### config.mk
export PLATFORM = sky130hd
export DESIGN_NAME = ad9914_sweep_loader
export DESIGN_NICKNAME = d
export VERILOG_FILES = /design/src/rtl/ad9914_sweep_loader_pkg.sv /design/src/rtl/ad9914_spi_frame_tx.sv /design/src/rtl/ad9914_sweep_loader.sv
export SDC_FILE = /design/constraint.sdc
export NUM_CORES = 1
export LEC_CHECK = 0
export BUFFER_PORTS_ARGS = -buffer_cell sky130_fd_sc_hd__buf_2
export CAP_MARGIN = 25
export CORE_MARGIN = 2
export CORE_UTILIZATION = 65
export CTS_BUF_LIST = sky130_fd_sc_hd__clkbuf_8
export CTS_CLUSTER_DIAMETER = 200
export DETAILED_ROUTE_END_ITERATION = 10
export PLACE_DENSITY = 0.88
export SYNTH_ARGS = -nofsm -noshare
export SYNTH_HDL_FRONTEND = slang
export SYNTH_HIERARCHICAL = 1
export SYNTH_SLANG_ARGS = --single-unit
### constraint.sdc
create_clock -name clk -period 7.55 [get_ports clk]
set_clock_uncertainty 0.2 [all_clocks]
set_input_delay 1.51 -clock clk [delete_from_list [all_inputs] [get_ports clk]]
set_output_delay 1.51 -clock clk [all_outputs]
set_load 0.01 [all_outputs]
### src/rtl/ad9914_sweep_loader_pkg.sv
// Shared definitions for the AD9914 digital-ramp loader: register map,
// SPI frame format and the sequencer state encoding.
package ad9914_sweep_loader_pkg;

  localparam logic [6:0] REG_DRG_LOWER = 7'h04;
  localparam logic [6:0] REG_DRG_UPPER = 7'h05;
  localparam logic [6:0] REG_DRG_RSTEP = 7'h06;
  localparam logic [6:0] REG_DRG_FSTEP = 7'h07;
  localparam logic [6:0] REG_DRG_RATE  = 7'h08;

  localparam logic SPI_WRITE  = 1'b0;
  localparam int   FRAME_BITS = 40;

  typedef enum logic [2:0] {
    ST_IDLE,
    ST_LOAD,
    ST_CS_SETUP,
    ST_SHIFT,
    ST_CS_HOLD,
    ST_GAP,
    ST_IOUPD,
    ST_DONE
  } state_t;

  // Instruction byte (write flag + address) followed by the 32-bit payload.
  function automatic logic [FRAME_BITS-1:0] mk_frame(input logic [6:0]  addr,
                                                      input logic [31:0] data);
    return {SPI_WRITE, addr, data};
  endfunction

endpackage

### src/rtl/ad9914_spi_frame_tx.sv
// Serialises one 40-bit write frame MSB first: chip-select setup, 40 SCLK
// periods (low half then high half), chip-select hold.
module ad9914_spi_frame_tx
  import ad9914_sweep_loader_pkg::*;
#(
  parameter int SCLK_DIV = 2
) (
  input  logic                  clk,
  input  logic                  rst_n,
  input  logic [FRAME_BITS-1:0] i_frame,
  input  logic                  i_go,
  output logic                  o_sclk,
  output logic                  o_sdio,
  output logic                  o_cs_n,
  output logic                  o_frame_done
);

  localparam int              DIVW      = $clog2(2 * SCLK_DIV) + 1;
  localparam logic [DIVW-1:0] HALF_LAST = DIVW'(SCLK_DIV - 1);
  localparam logic [DIVW-1:0] BIT_LAST  = DIVW'(2 * SCLK_DIV - 1);

  state_t                r_phase;
  logic [DIVW-1:0]       r_div;
  logic [5:0]            r_bitcnt;
  logic [FRAME_BITS-1:0] r_shreg;
  logic                  r_sclk;
  logic                  r_sdio;
  logic                  r_cs_n;

  // Frame phase sequencer; sdio only moves on the falling SCLK edge so the
  // rising edge always sees a settled bit.
  always_ff @(posedge clk or negedge rst_n) begin
    if (!rst_n) begin
      r_phase  <= ST_IDLE;
      r_div    <= '0;
      r_bitcnt <= '0;
      r_shreg  <= '0;
      r_sclk   <= 1'b0;
      r_sdio   <= 1'b0;
      r_cs_n   <= 1'b1;
    end else begin
      case (r_phase)
        ST_IDLE: begin
          if (i_go) begin
            r_phase <= ST_CS_SETUP;
            r_div   <= '0;
            r_shreg <= i_frame;
            r_sdio  <= i_frame[FRAME_BITS-1];
            r_cs_n  <= 1'b0;
          end
        end
        ST_CS_SETUP: begin
          if (r_div == HALF_LAST) begin
            r_phase  <= ST_SHIFT;
            r_div    <= '0;
            r_bitcnt <= 6'(FRAME_BITS - 1);
          end else begin
            r_div <= r_div + DIVW'(1);
          end
        end
        ST_SHIFT: begin
          if (r_div == HALF_LAST) r_sclk <= 1'b1;
          if (r_div == BIT_LAST) begin
            r_sclk <= 1'b0;
            r_div  <= '0;
            if (r_bitcnt == 6'd0) begin
              r_phase <= ST_CS_HOLD;
            end else begin
              r_bitcnt <= r_bitcnt - 6'd1;
              r_sdio   <= r_shreg[FRAME_BITS-2];
              r_shreg  <= {r_shreg[FRAME_BITS-2:0], 1'b0};
            end
          end else begin
            r_div <= r_div + DIVW'(1);
          end
        end
        ST_CS_HOLD: begin
          if (r_div == HALF_LAST) begin
            r_phase <= ST_IDLE;
            r_div   <= '0;
            r_cs_n  <= 1'b1;
          end else begin
            r_div <= r_div + DIVW'(1);
          end
        end
        default: r_phase <= ST_IDLE;
      endcase
    end
  end

  // Flags the last chip-select-low cycle so the sequencer can time the gap.
  assign o_frame_done = (r_phase == ST_CS_HOLD) && (r_div == HALF_LAST);
  assign o_sclk       = r_sclk;
  assign o_sdio       = r_sdio;
  assign o_cs_n       = r_cs_n;

endmodule

### src/rtl/ad9914_sweep_loader.sv
// Latches one sweep parameter set and writes it to the AD9914 digital-ramp
// registers as five SPI frames, then pulses IO_UPDATE and reports done.
module ad9914_sweep_loader
  import ad9914_sweep_loader_pkg::*;
#(
  parameter int SCLK_DIV     = 2,
  parameter int GAP_CYCLES   = 4,
  parameter int IOUPD_CYCLES = 8
) (
  input  logic        clk,
  input  logic        rst_n,
  input  logic        start,
  input  logic [31:0] ftw_l,
  input  logic [31:0] ftw_u,
  input  logic [31:0] positive_step,
  input  logic [15:0] positive_rate,
  output logic        busy,
  output logic        done,
  output logic        sclk,
  output logic        sdio,
  output logic        cs_n,
  output logic        io_update
);

  localparam int CNT_MAX = (GAP_CYCLES > IOUPD_CYCLES) ? GAP_CYCLES : IOUPD_CYCLES;
  localparam int CNTW    = $clog2(CNT_MAX + 1) + 1;
  localparam logic [CNTW-1:0] GAP_LAST   = CNTW'(GAP_CYCLES - 1);
  localparam logic [CNTW-1:0] IOUPD_LAST = CNTW'(IOUPD_CYCLES - 1);

  state_t                r_state;
  logic [2:0]            r_idx;
  logic [CNTW-1:0]       r_cnt;
  logic [31:0]           r_ftw_l;
  logic [31:0]           r_ftw_u;
  logic [31:0]           r_step;
  logic [15:0]           r_rate;
  logic                  r_busy;
  logic                  r_done;
  logic                  r_io_update;

  logic [FRAME_BITS-1:0] w_frame;
  logic                  w_go;
  logic                  w_gap_end;
  logic                  w_frame_done;

  // Frame content selected by the frame index; the falling step and rate
  // reuse the rising values.
  always_comb begin
    w_frame = mk_frame(REG_DRG_LOWER, r_ftw_l);
    case (r_idx)
      3'd1:    w_frame = mk_frame(REG_DRG_UPPER, r_ftw_u);
      3'd2:    w_frame = mk_frame(REG_DRG_RSTEP, r_step);
      3'd3:    w_frame = mk_frame(REG_DRG_FSTEP, r_step);
      3'd4:    w_frame = mk_frame(REG_DRG_RATE, {r_rate, r_rate});
      default: w_frame = mk_frame(REG_DRG_LOWER, r_ftw_l);
    endcase
  end

  // A new frame is launched from the setup state or on the last gap cycle,
  // so the chip-select-high gap is exactly GAP_CYCLES long.
  assign w_gap_end = (r_state == ST_GAP) && (r_cnt == GAP_LAST);
  assign w_go      = (r_state == ST_CS_SETUP) || (w_gap_end && (r_idx != 3'd5));

  ad9914_spi_frame_tx #(
    .SCLK_DIV (SCLK_DIV)
  ) u_tx (
    .clk          (clk),
    .rst_n        (rst_n),
    .i_frame      (w_frame),
    .i_go         (w_go),
    .o_sclk       (sclk),
    .o_sdio       (sdio),
    .o_cs_n       (cs_n),
    .o_frame_done (w_frame_done)
  );

  // Frame sequencing, gap and IO_UPDATE timing, start/busy/done handshake.
  always_ff @(posedge clk or negedge rst_n) begin
    if (!rst_n) begin
      r_state     <= ST_IDLE;
      r_idx       <= '0;
      r_cnt       <= '0;
      r_ftw_l     <= '0;
      r_ftw_u     <= '0;
      r_step      <= '0;
      r_rate      <= '0;
      r_busy      <= 1'b0;
      r_done      <= 1'b0;
      r_io_update <= 1'b0;
    end else begin
      case (r_state)
        ST_IDLE: begin
          if (start) begin
            r_ftw_l <= ftw_l;
            r_ftw_u <= ftw_u;
            r_step  <= positive_step;
            r_rate  <= positive_rate;
            r_idx   <= '0;
            r_busy  <= 1'b1;
            r_state <= ST_LOAD;
          end
        end
        ST_LOAD:     r_state <= ST_CS_SETUP;
        ST_CS_SETUP: r_state <= ST_SHIFT;
        ST_SHIFT: begin
          if (w_frame_done) begin
            r_state <= ST_GAP;
            r_cnt   <= '0;
            r_idx   <= r_idx + 3'd1;
          end
        end
        ST_GAP: begin
          if (w_gap_end) begin
            if (r_idx == 3'd5) begin
              r_state     <= ST_IOUPD;
              r_io_update <= 1'b1;
              r_cnt       <= '0;
            end else begin
              r_state <= ST_SHIFT;
            end
          end else begin
            r_cnt <= r_cnt + CNTW'(1);
          end
        end
        ST_IOUPD: begin
          if (r_cnt == IOUPD_LAST) begin
            r_io_update <= 1'b0;
            r_done      <= 1'b1;
            r_busy      <= 1'b0;
            r_state     <= ST_DONE;
          end else begin
            r_cnt <= r_cnt + CNTW'(1);
          end
        end
        ST_DONE: begin
          r_done  <= 1'b0;
          r_state <= ST_IDLE;
        end
        default: r_state <= ST_IDLE;
      endcase
    end
  end

  assign busy      = r_busy;
  assign done      = r_done;
  assign io_update = r_io_update;

endmodule

# After elaboration in Yosys (flattened, before gate mapping)
# Index checks and enable logic that the tools add are counted.
[word_totals]
inputBits = 115
output_inout_bits = 6
elab_cells = 133
ff_bits = 180
[classes]
reduce_logical = 31
n_eq_ne = 32
mux = 49
addsub = 4
[ops]
columns = ["cell", "n"]
rows = [
  ["$pmux 36 s4", 1],
  ["$mux 39", 3],
  ["$pmux 39 s2", 1],
  ["$mux 3", 15],
  ["$eq 3x2->1 const B", 7],
  ["$mux 5", 4],
  ["$reduce_and 4->1", 5],
  ["$eq 3x3->1 const B", 6],
  ["$mux 6", 3],
  ["$pmux 3 s6", 1],
  ["$reduce_bool 2->1", 8],
  ["$pmux 5 s3", 1],
  ["$ne 2x1->1 const B", 7],
  ["$pmux 3 s4", 1],
  ["$pmux 6 s2", 1],
  ["$mux 1", 11],
  ["$ne 2x2->1 const B", 5],
  ["$pmux 1 s2", 5],
  ["$eq 3x1->1 const B", 3],
  ["$pmux 3 s3", 1],
  ["$reduce_and 3->1", 3],
  ["$reduce_and 2->1", 4],
  ["$add 3x1->3 const B", 2],
  ["$logic_not 3->1", 2],
  ["13 further kinds", 16],
]

# Depth between registers and ports, before layout
[logic_depth]
ltp_word = 6
depth_mapped = 11
ltp_nobuf = 9

# By module
# The synthesis kept the hierarchy.
[modules_own_cells]
columns = ["mod", "seq_area_each_um2", "instances", "area_each_um2", "cells_each"]
rows = [
  ["ad9914_sweep_loader", 3153.0, 1, 6124.6, 461],
  ["ad9914_spi_frame_tx", 1352.5, 1, 3037.9, 223],
]

# Worst setup path after synthesis
# OpenSTA, ideal clock, no wires.
[synth_path]
kind = "input port to flip-flop"
start = "input start"
end = "register r_ftw_l[11]"
t_required_ps = 7225
setup_slack_ps = 4846
path_stages = 5
path_buffers = 3
arrival_ps = 2379
path_cell_list = "and3_1 -> clkbuf_2 -> buf_6 -> buf_6 -> mux2_4"
[synth_via]
elab_chain_cells = 1
[synth_rtl]
columns = ["item", "line_no", "text"]
rows = [
  ["start, declared", "ad9914_sweep_loader.sv:12", "input logic start,"],
  ["$reduce_and 2->1 (no source line)", "--", ""],
  ["end signal, assigned", "ad9914_sweep_loader.sv:94", "r_ftw_l <= ftw_l;"],
  ["end, declared", "ad9914_sweep_loader.sv:33", "logic [31:0] r_ftw_l;"],
]
# Every way passes these cells.
# A chain may end at the register's enable or synchronous reset.

# Worst setup path after layout
[layout_path]
start = "input start"
end = "register r_ftw_u[31]"
[layout_via]
elab_chain_cells = 1
[layout_rtl]
columns = ["item", "line_no", "text"]
rows = [
  ["$reduce_and 2->1 (no source line)", "--", ""],
  ["end signal, assigned", "ad9914_sweep_loader.sv:95", "r_ftw_u <= ftw_u;"],
  ["end, declared", "ad9914_sweep_loader.sv:34", "logic [31:0] r_ftw_u;"],
]
# Every way passes these cells.

==> impl_results.md <==
- CP required: 7700 ps
- CP Launch Type: input pin
- Clock power frac: 42.3%
- Setup violations, final: 0
- Max FO, Critical Path: 56
- Synth Instances: 684
- Post-CTS sizing: 0
- Gr ovfl total: 0
- Post-CTS Setup Bufs: 0
- Die area: 0.0151 mm^2
- CTS buffer count: 17
- DP HPWL: 14100 um
- FFs w/ async S/R, synth: 100%
- PortBufs: 120
- Drt pass-1 iters: 8
- TritonCTS clock tree: built
- Setup WS pre-CTS: 3450 ps
- Logic gate share of total power: 3.1%
- Lkg Pwr: 5.08 nW
- GRT Util Overall: 29.2%
- Htree depth: 4
- Layout fillers: 837
- Relative slew slack: 42.1%
- Post-Syn Area: 0.00916 mm^2
- Highest routed layer: met4
- Post-synthesis cell type with the largest combined area: dfrtp_1
- TNS Setup: 0 ps
- Die width: 123 um
- Worst-Margin Slew: 869 ps
- Fmax: 301 MHz
- Final hold vios: 0
- Clock latency on the worst-skew pair: 480 ps
- Wirelength, routed: 21400 um
- Maximum vdd drop: 0.000108 V
- Final min period: 3320 ps
- Crit Path Class: input pin to register
- Number of synthesis warnings: 6
- M1 wire length: 9160 um
- WHS: 312 ps
- Routed Antenna Nets: 0
- Nets: 914
- Hold Buf Count CTS: 0
- Initial core utilization: 66.3%
- Maxcap violations: 0
- Vias in the first global route: 6218
- Worst EP arrival: 3480 ps
- Number of max-slew violations in the final report: 0
- Most frequent cells after synthesis: dfrtp_1 (179), mux2_4 (105), mux2_2 (87)
- Largest net degree at the start of global routing: 98
- Clock transition at path regs: 90 ps
- CTS max path bufs: 2
- Synthesis-to-layout area growth: 11.2%
- Tcrit/Tclk final: 44.0%
- DRC errors left: 0
- Routed vias/inst: 6.38
- Initial antenna violation count: 0
- Status: finished clean
- 1st-iter DRT viols: 690
- Post-synth EDFFs: 0
- Top cells by area, synth: dfrtp_1 (49%), mux2_4 (17%), mux2_2 (11%)
- Final Wtd Congestion: 0.808
- Share of layout cells above drive strength 1: 45.8%
- Post-synthesis average cell area: 13.4 um^2
- Power Dens Cells: 173 mW/mm^2
- Placed Area: 0.00966 mm^2
- Clock Tree Root: clkbuf_8
- Drt wl/cell: 21.8 um
- # IOs: 121
- Vias post-DR: 6242
- Setup slack, reg-to-reg: 4490 ps
- Row count: 43
- Sequential Power Share: 54.6%
- First-pass GRT wire length: 33300 um
- Num Clock Sinks: 180
- Internal: 0.00139 W
- Die Y: 123 um
- Critical Path Sink Type: register
- WL met2: 10400 um
- Psw: 0.000376 W
- Min-delay worst type: register to register
- RSZ-0062 raised after global routing: false
- Worst setup margin: 4230 ps
- Main synth FF type: dfrtp_1
- Post-synthesis sequential area ratio: 49.2%
- Flops & latches, synth: 180
- Cell with the most instances after synthesis: dfrtp_1
- Sw frac: 21.3%
- Post-layout instance area: 0.0102 mm^2
- Met3 WL: 1360 um
- Cell variety after synth: 60
- Top-area cell type share of the netlist area: 48.9%
- Antenna Cells: 0
- CORE AREA: 0.0138 mm^2
==> sequential cells by signal, indices dropped and copies added, names as in the netlist, 3 cells and up <==
register,flops
r_ftw_l,32
u_tx/r_shreg,39
u_tx/r_bitcnt,6
r_idx,3
u_tx/r_div,3
r_cnt,5
u_tx/r_phase,3
r_step,32
r_rate,16
r_ftw_u,32
r_state,3
==> logic make-up (layout without fill, tap and decap cells) <==
kind of cell    after synthesis  in the layout  share of synthesized area, %
mux                         196            196                          28.3
flops                       180            180                          49.2
compound gates              127            127                          9.79
simple gates                103            103                          5.80
buf+inv                      63            175                          4.98
fa+ha+maj                    13             13                          1.78
other cells                   1              4                        0.0409
xor+xnor                      1              1                        0.0956
==> routing by layer <==
layer | vias up | GRT usage, %
li1 | 2707 | -
met3 | 42 | 5.90
met4 | 0 | 10.4
met5 | - | 0
met2 | 307 | 45.2
met1 | 3186 | 41.2
==> final timing paths <==
check                         start                to  cells after the start
setup / recovery              start       r_ftw_u[31]                      5
max in group asynchronous     rst_n       r_ftw_u[15]                      3
min in group asynchronous     rst_n  u_tx/r_bitcnt[3]                      1
setup reg to reg           r_idx[0]  u_tx/r_shreg[13]                      8
hold reg to reg                busy              busy                      2
hold / removal                 busy              busy                      2
==> power by group through the flow <==
stage	logic (W)	registers (W)	clock network, W
after floorplan	0.00000155	0.000983	0
after global placement	0.0000528	0.000982	0
after detailed placement	0.0000540	0.000982	0
after CTS	0.0000542	0.000963	0.000754
after global routing	0.0000613	0.000963	0.000797
final	0.0000549	0.000963	0.000746
==> final cells by class <==
type	count	area [um^2]	area share, %
Multi-Input combinational cell	444	4220	41.5
Inverter	15	56.3	0.553
Sequential cell	180	4510	44.2
Clock inverter	14	210	2.06
Clock buffer	18	248	2.43
Tap cell	180	225	2.21
Timing Repair Buffer	128	719	7.06
==> worst max-delay path: stages <==
cell    delay [ps]
buf_2          110
and3_4         320
buf_16         330
buf_4          700
mux2_2         430
==> stage by stage <==
| stage | total power (W) | utilization [%] | instances |
|---|---|---|---|
| final | 0.00176 | 73.7 | 979 |
| after detailed placement | 0.00104 | 69.8 | 944 |
| after floorplan | 0.000984 | - | 687 |
| after global routing | 0.00182 | 73.7 | 979 |
| after CTS | 0.00177 | 73.1 | 976 |
| after global placement | 0.00104 | 69.8 | 944 |
==> placed cells by master (no fill, tap or decap), types with 3 or more instances in the layout <==
cell type	n
nand2_1	49
a222oi_1	29
a31oi_1	9
buf_4	5
nand3_1	5
mux2_4	105
nand4b_1	3
o22ai_1	4
and3_1	3
a21oi_1	12
conb_1	4
buf_2	119
inv_1	16
clkinvlp_4	4
bufinv_16	5
dfrtp_1	179
clkbuf_8	18
nor2b_1	5
o21ai_0	49
nor2_1	16
ha_1	13
mux2_2	87
mux2i_1	4
Note: power is estimated with default switching activity, not from simulation.
